File: config.mk
export PLATFORM = sky130hd
export DESIGN_NAME = exclusive_min_n
export DESIGN_NICKNAME = d
export VERILOG_FILES = /design/src/rtl/exclusive_min_n.sv
export SDC_FILE = /design/constraint.sdc
export NUM_CORES = 1
export LEC_CHECK = 0
export BUFFER_PORTS_ARGS = -buffer_cell sky130_fd_sc_hd__buf_2
export CAP_MARGIN = 10
export CORE_UTILIZATION = 60
export DETAILED_ROUTE_END_ITERATION = 8
export PLACE_DENSITY = 0.82
export SLEW_MARGIN = 20
export SYNTH_ARGS = -nofsm -noshare
export SYNTH_HDL_FRONTEND = slang
export SYNTH_SLANG_ARGS = --single-unit
File: constraint.sdc
create_clock -name aclk -period 3.8 [get_ports aclk]
set_input_delay 0.38 -clock aclk [delete_from_list [all_inputs] [get_ports aclk]]
set_output_delay 0.38 -clock aclk [all_outputs]
set_load 0.01 [all_outputs]
File: src/rtl/exclusive_min_n.sv
// exclusive_min_n
// N-channel earliest-edge detector for pulse-width-coded temporal networks.
// A free-running gamma counter frames time. Within each gamma the first
// rising edge among the inputs wins. The winner produces a pulse of
// PULSE_WIDTH cycles on q and latches its index and arrival time.
// A simultaneous multi-channel first edge either suppresses the output
// (EXCLUSIVE=1) or is resolved in favour of the lowest index (EXCLUSIVE=0).
// Every output is a plain register, so there is no combinational path from
// a to any output.
module exclusive_min_n #(
  parameter int N                 = 4,
  parameter int GAMMA_CYCLE_WIDTH = 16,
  parameter int PULSE_WIDTH       = 8,
  parameter int EXCLUSIVE         = 1,
  localparam int ID_W   = (N > 1) ? $clog2(N) : 1,
  localparam int TIME_W = $clog2(GAMMA_CYCLE_WIDTH),
  localparam int PC_W   = $clog2(PULSE_WIDTH + 1)
) (
  input  logic              aclk,
  input  logic              grst,
  input  logic [N-1:0]      a,
  output logic              q,
  output logic [ID_W-1:0]   win_id,
  output logic              win_valid,
  output logic [TIME_W-1:0] win_time,
  output logic              tie,
  output logic              gamma_start
);

  typedef enum logic [1:0] {
    S_IDLE,
    S_FIRE,
    S_DONE,
    S_BLOCK
  } state_t;

  localparam logic [TIME_W-1:0] GC_LAST   = TIME_W'(GAMMA_CYCLE_WIDTH - 1);
  localparam logic [PC_W-1:0]   PCNT_LAST = PC_W'(PULSE_WIDTH - 1);

  state_t              r_state;
  state_t              w_nextState;

  logic [TIME_W-1:0]   r_gcnt;
  logic                r_run;
  logic                r_gstart;
  logic [N-1:0]        r_aq;
  logic [PC_W-1:0]     r_pcnt;
  logic                r_q;
  logic                r_winValid;
  logic [ID_W-1:0]     r_winId;
  logic [TIME_W-1:0]   r_winTime;
  logic                r_tie;

  logic [N-1:0]        w_rise;
  logic                w_multi;
  logic [ID_W-1:0]     w_lowId;
  logic                w_wrap;
  logic [TIME_W-1:0]   w_gcntNext;
  logic [PC_W-1:0]     w_pcntNext;
  logic                w_qNext;
  logic                w_validNext;
  logic [ID_W-1:0]     w_idNext;
  logic [TIME_W-1:0]   w_timeNext;
  logic                w_tieNext;

  // Rising edges seen at the coming clock edge and the lowest such channel.
  // rise & (rise-1) is non-zero exactly when two or more bits are set.
  always_comb begin
    w_rise  = a & ~r_aq;
    w_multi = |(w_rise & (w_rise - N'(1)));
    w_lowId = '0;
    for (int i = N - 1; i >= 0; i--) begin
      if (w_rise[i]) begin
        w_lowId = ID_W'(i);
      end
    end
  end

  // Gamma counter sequencing. The first edge after reset only arms the
  // block, so gcnt reads 0 for a whole cycle before counting starts and the
  // first gamma is a full one with gamma_start flagged.
  always_comb begin
    w_wrap     = r_run && (r_gcnt == GC_LAST);
    w_gcntNext = '0;
    if (r_run && !w_wrap) begin
      w_gcntNext = r_gcnt + TIME_W'(1);
    end
  end

  // Gamma counter, start flag and input history registers.
  always_ff @(posedge aclk or posedge grst) begin
    if (grst) begin
      r_gcnt   <= '0;
      r_run    <= 1'b0;
      r_gstart <= 1'b0;
      r_aq     <= '0;
    end else begin
      r_gcnt   <= w_gcntNext;
      r_run    <= 1'b1;
      r_gstart <= (w_gcntNext == '0);
      r_aq     <= a;
    end
  end

  // Next-state and next-output logic. The wrap edge overrides every state
  // and throws away any edges sampled on it.
  always_comb begin
    w_nextState = r_state;
    w_pcntNext  = r_pcnt;
    w_qNext     = r_q;
    w_validNext = r_winValid;
    w_idNext    = r_winId;
    w_timeNext  = r_winTime;
    w_tieNext   = 1'b0;
    if (!r_run || w_wrap) begin
      w_nextState = S_IDLE;
      w_pcntNext  = '0;
      w_qNext     = 1'b0;
      w_validNext = 1'b0;
      w_idNext    = '0;
      w_timeNext  = '0;
    end else begin
      case (r_state)
        S_IDLE: begin
          if (w_rise != '0) begin
            if (w_multi && (EXCLUSIVE != 0)) begin
              w_nextState = S_BLOCK;
              w_tieNext   = 1'b1;
            end else begin
              w_nextState = S_FIRE;
              w_pcntNext  = '0;
              w_qNext     = 1'b1;
              w_validNext = 1'b1;
              w_idNext    = w_lowId;
              w_timeNext  = r_gcnt;
            end
          end
        end
        S_FIRE: begin
          if (r_pcnt == PCNT_LAST) begin
            w_nextState = S_DONE;
            w_qNext     = 1'b0;
          end else begin
            w_pcntNext = r_pcnt + PC_W'(1);
          end
        end
        S_DONE, S_BLOCK: begin
          w_nextState = r_state;
        end
        default: begin
          w_nextState = S_IDLE;
        end
      endcase
    end
  end

  // State and output registers.
  always_ff @(posedge aclk or posedge grst) begin
    if (grst) begin
      r_state    <= S_IDLE;
      r_pcnt     <= '0;
      r_q        <= 1'b0;
      r_winValid <= 1'b0;
      r_winId    <= '0;
      r_winTime  <= '0;
      r_tie      <= 1'b0;
    end else begin
      r_state    <= w_nextState;
      r_pcnt     <= w_pcntNext;
      r_q        <= w_qNext;
      r_winValid <= w_validNext;
      r_winId    <= w_idNext;
      r_winTime  <= w_timeNext;
      r_tie      <= w_tieNext;
    end
  end

  assign q           = r_q;
  assign win_id      = r_winId;
  assign win_valid   = r_winValid;
  assign win_time    = r_winTime;
  assign tie         = r_tie;
  assign gamma_start = r_gstart;

endmodule
==> impl_metrics.json <==
{
  "outcome": "finished clean",
  "fin_nets": 148,
  "hp-class": "in -> reg",
  "yosys_warnings": 0,
  "root_buffer": "clkbuf_4",
  "final_area_um2": 1410,
  "avgSynthCellArea_um2": 10.4,
  "htreeDepth": 1,
  "numClockSinks": 25,
  "antenna_found_initial": 0,
  "die_area_um2": 2350,
  "post-cts-setup-buffers": 0,
  "pre_cts_slack_ns": 2.15,
  "finalMaxSlewViolations": 0,
  "maxCapViolCount": 0,
  "drc": 0,
  "clockBufferDepth": 2,
  "startpoint_type": "flip-flop",
  "overflow": 0,
  "area_growth_pct": 8.89,
  "grtUsageTotal": 0.232,
  "clk_latency_ns": 0.33,
  "placed_area_um2": 1380,
  "clkTransAtPathRegs_ns": 0.14,
  "synthCells": 124,
  "synth-seq-area-share": 0.483,
  "grt_pass1_vias": 936,
  "cts_tree": "yes",
  "ys_top_cells_by_area": "dfrtp_1, nand2_1, a21oi_1",
  "totalWireLength_um": 2370,
  "period_minus_slack_ns": 1.67,
  "synth_simple_gate_area_frac": 0.219,
  "rsz0062_at_grt": "no",
  "synth_xor_xnor_area_share": 0.0348,
  "required_ns": 4.06,
  "wire_per_inst_um": 14.3,
  "hpwl_um": 1760,
  "synth_top_area_share": 0.483,
  "hold_ws_ns": 0.167,
  "post-route-worst-setup-slack_ns": 2.13,
  "critPathArrivalTime_ns": 1.93,
  "antenna_left": 0,
  "drive_above_1_share": 0.230,
  "synth_top_family_by_area": "simple AND/OR/NAND/NOR gates",
  "worst_pin_slew_ns": 0.894,
  "critPathKind": "reg -> reg",
  "postCtsHoldBufs": 0,
  "most-common-layout-cells": "dfrtp_1, nand2_1, buf_2",
  "power_density_nw_per_um2": 365,
  "endpoint_kind": "flip-flop",
  "grt_pass1_wl_um": 4130,
  "rows": 16,
  "utilization": 0.704,
  "routed_via_density": 5.68,
  "synth_seq_cells": 25,
  "setup_tns_ns": 0,
  "synth_fa_ha_area_frac": 0.0193,
  "n_antenna_cell": 0,
  "syn-num-nets": 132,
  "setup_viol": 0,
  "vias": 943,
  "critPathMaxFanout": 12,
  "finalHoldViolations": 0,
  "ctsResizeCount": 0,
  "ios": 16,
  "drt_iter0_drc": 32,
  "place.gp.congestion": 0.878,
  "numCtsBuffers": 3,
  "slew_headroom": 0.403,
  "ir_worst_vdd_uv": 268,
  "yosys.area.top_type": "dfrtp_1",
  "io_buffers": 15,
  "core_um2": 2000,
  "fin_crit_sh": 0.440,
  "leakagePower_nw": 0.656,
  "layout_commonest_cell": "dfrtp_1",
  "clock_skew_ns": 0.00479,
  "die_height_um": 48.5,
  "grt_max_degree": 26,
  "initial_core_util": 0.647,
  "die_w_um": 48.5,
  "synth-compound-area-share": 0.155,
  "clock.fmax_mhz": 598,
  "ys_types": 38,
  "muxShareOfSynthArea": 0.0560,
  "netlist_area_um2": 1290,
  "drt-pass1-iter-count": 4
}
-- state kept, by name, indices dropped and copies added, names as in the netlist --
signal / cells
r_aq: 4
r_gcnt: 4
r_pcnt: 4
win_time: 4
r_state: 2
win_id: 2
gamma_start: 1
q: 1
r_run: 1
tie: 1
win_valid: 1
-- layer usage --
layer | wire length (um) | up-vias | share of wire | track usage
met4 | 42 | 0 | 0.018 | 0.103
met5 | 0 | - | 0 | 0
met2 | 1160 | 17 | 0.49 | 0.385
met1 | 1120 | 451 | 0.47 | 0.300
met3 | 47 | 5 | 0.020 | 0.0377
li1 | - | 470 | - | -
-- worst max-delay path, stage by stage, from the launching register on --
cell and delay (ns):
dfrtp_1 0.46, ha_1 0.26, nand3_1 0.14, and2_1 0.41, o21ai_0 0.17, a21oi_1 0.15
-- cell usage after synthesis, drive strengths merged --
cell,number
and3,2
mux2i,5
nand4b,3
dfrtp,25
nor3,1
and2,1
a221oi,1
nor2,13
a22oi,2
a311oi,1
a21boi,1
o221a,1
conb,1
clkbuf,2
nand2b,3
nor4,2
a21o,1
ha,2
buf,2
mux2,2
o21a,3
nand2,15
a31oi,3
nor2b,2
xnor2,3
nand3,5
and2b,3
a21oi,10
a211oi,1
inv,4
o21ai,4
-- path summary, 6_finish.rpt --
check	slack [ns]	from	depth (start not counted)	end
worst max-delay path	2.13	r_gcnt[0]	5	win_id[1]
worst min-delay path	0.17	a[2]	1	r_aq[2]
worst max register to register	2.13	r_gcnt[0]	5	win_id[1]
worst min register to register	0.52	win_valid	1	win_valid
max in group asynchronous	3.04	grst	2	r_pcnt[1]
min in group asynchronous	0.22	grst	2	r_aq[1]
-- per-stage QoR --
step	instances	total power, mW
2_1_floorplan	124	0.373
3_3_place_gp	162	0.393
3_5_place_dp	162	0.397
4_1_cts	166	0.517
5_1_grt	166	0.542
6_report	166	0.514
-- power by group --
| part | leakage [nW] | internal, mW | switching (mW) |
|---|---|---|---|
| Combinational | 0.315 | 0.0419 | 0.0520 |
| Sequential | 0.327 | 0.282 | 0.0165 |
| Clock | 0.0139 | 0.0403 | 0.0818 |
-- cell families after synthesis --
group           after synthesis
simple gates                 50
compound gates               28
flops                        25
buf+inv                       8
mux                           7
xor+xnor                      3
fa+ha+maj                     2
other cells                   1
-- cell type report --
| class | instances | area, um^2 |
|---|---|---|
| clock buffers | 3 | 22.5 |
| clock inverters | 1 | 7.51 |
| fillers | 154 | 592 |
| inverters | 4 | 15.0 |
| multi-input cells | 91 | 631 |
| flip-flops and latches | 25 | 626 |
| well taps | 27 | 33.8 |
| repair buffers | 15 | 75.1 |
(Power assumes the default switching activity.)
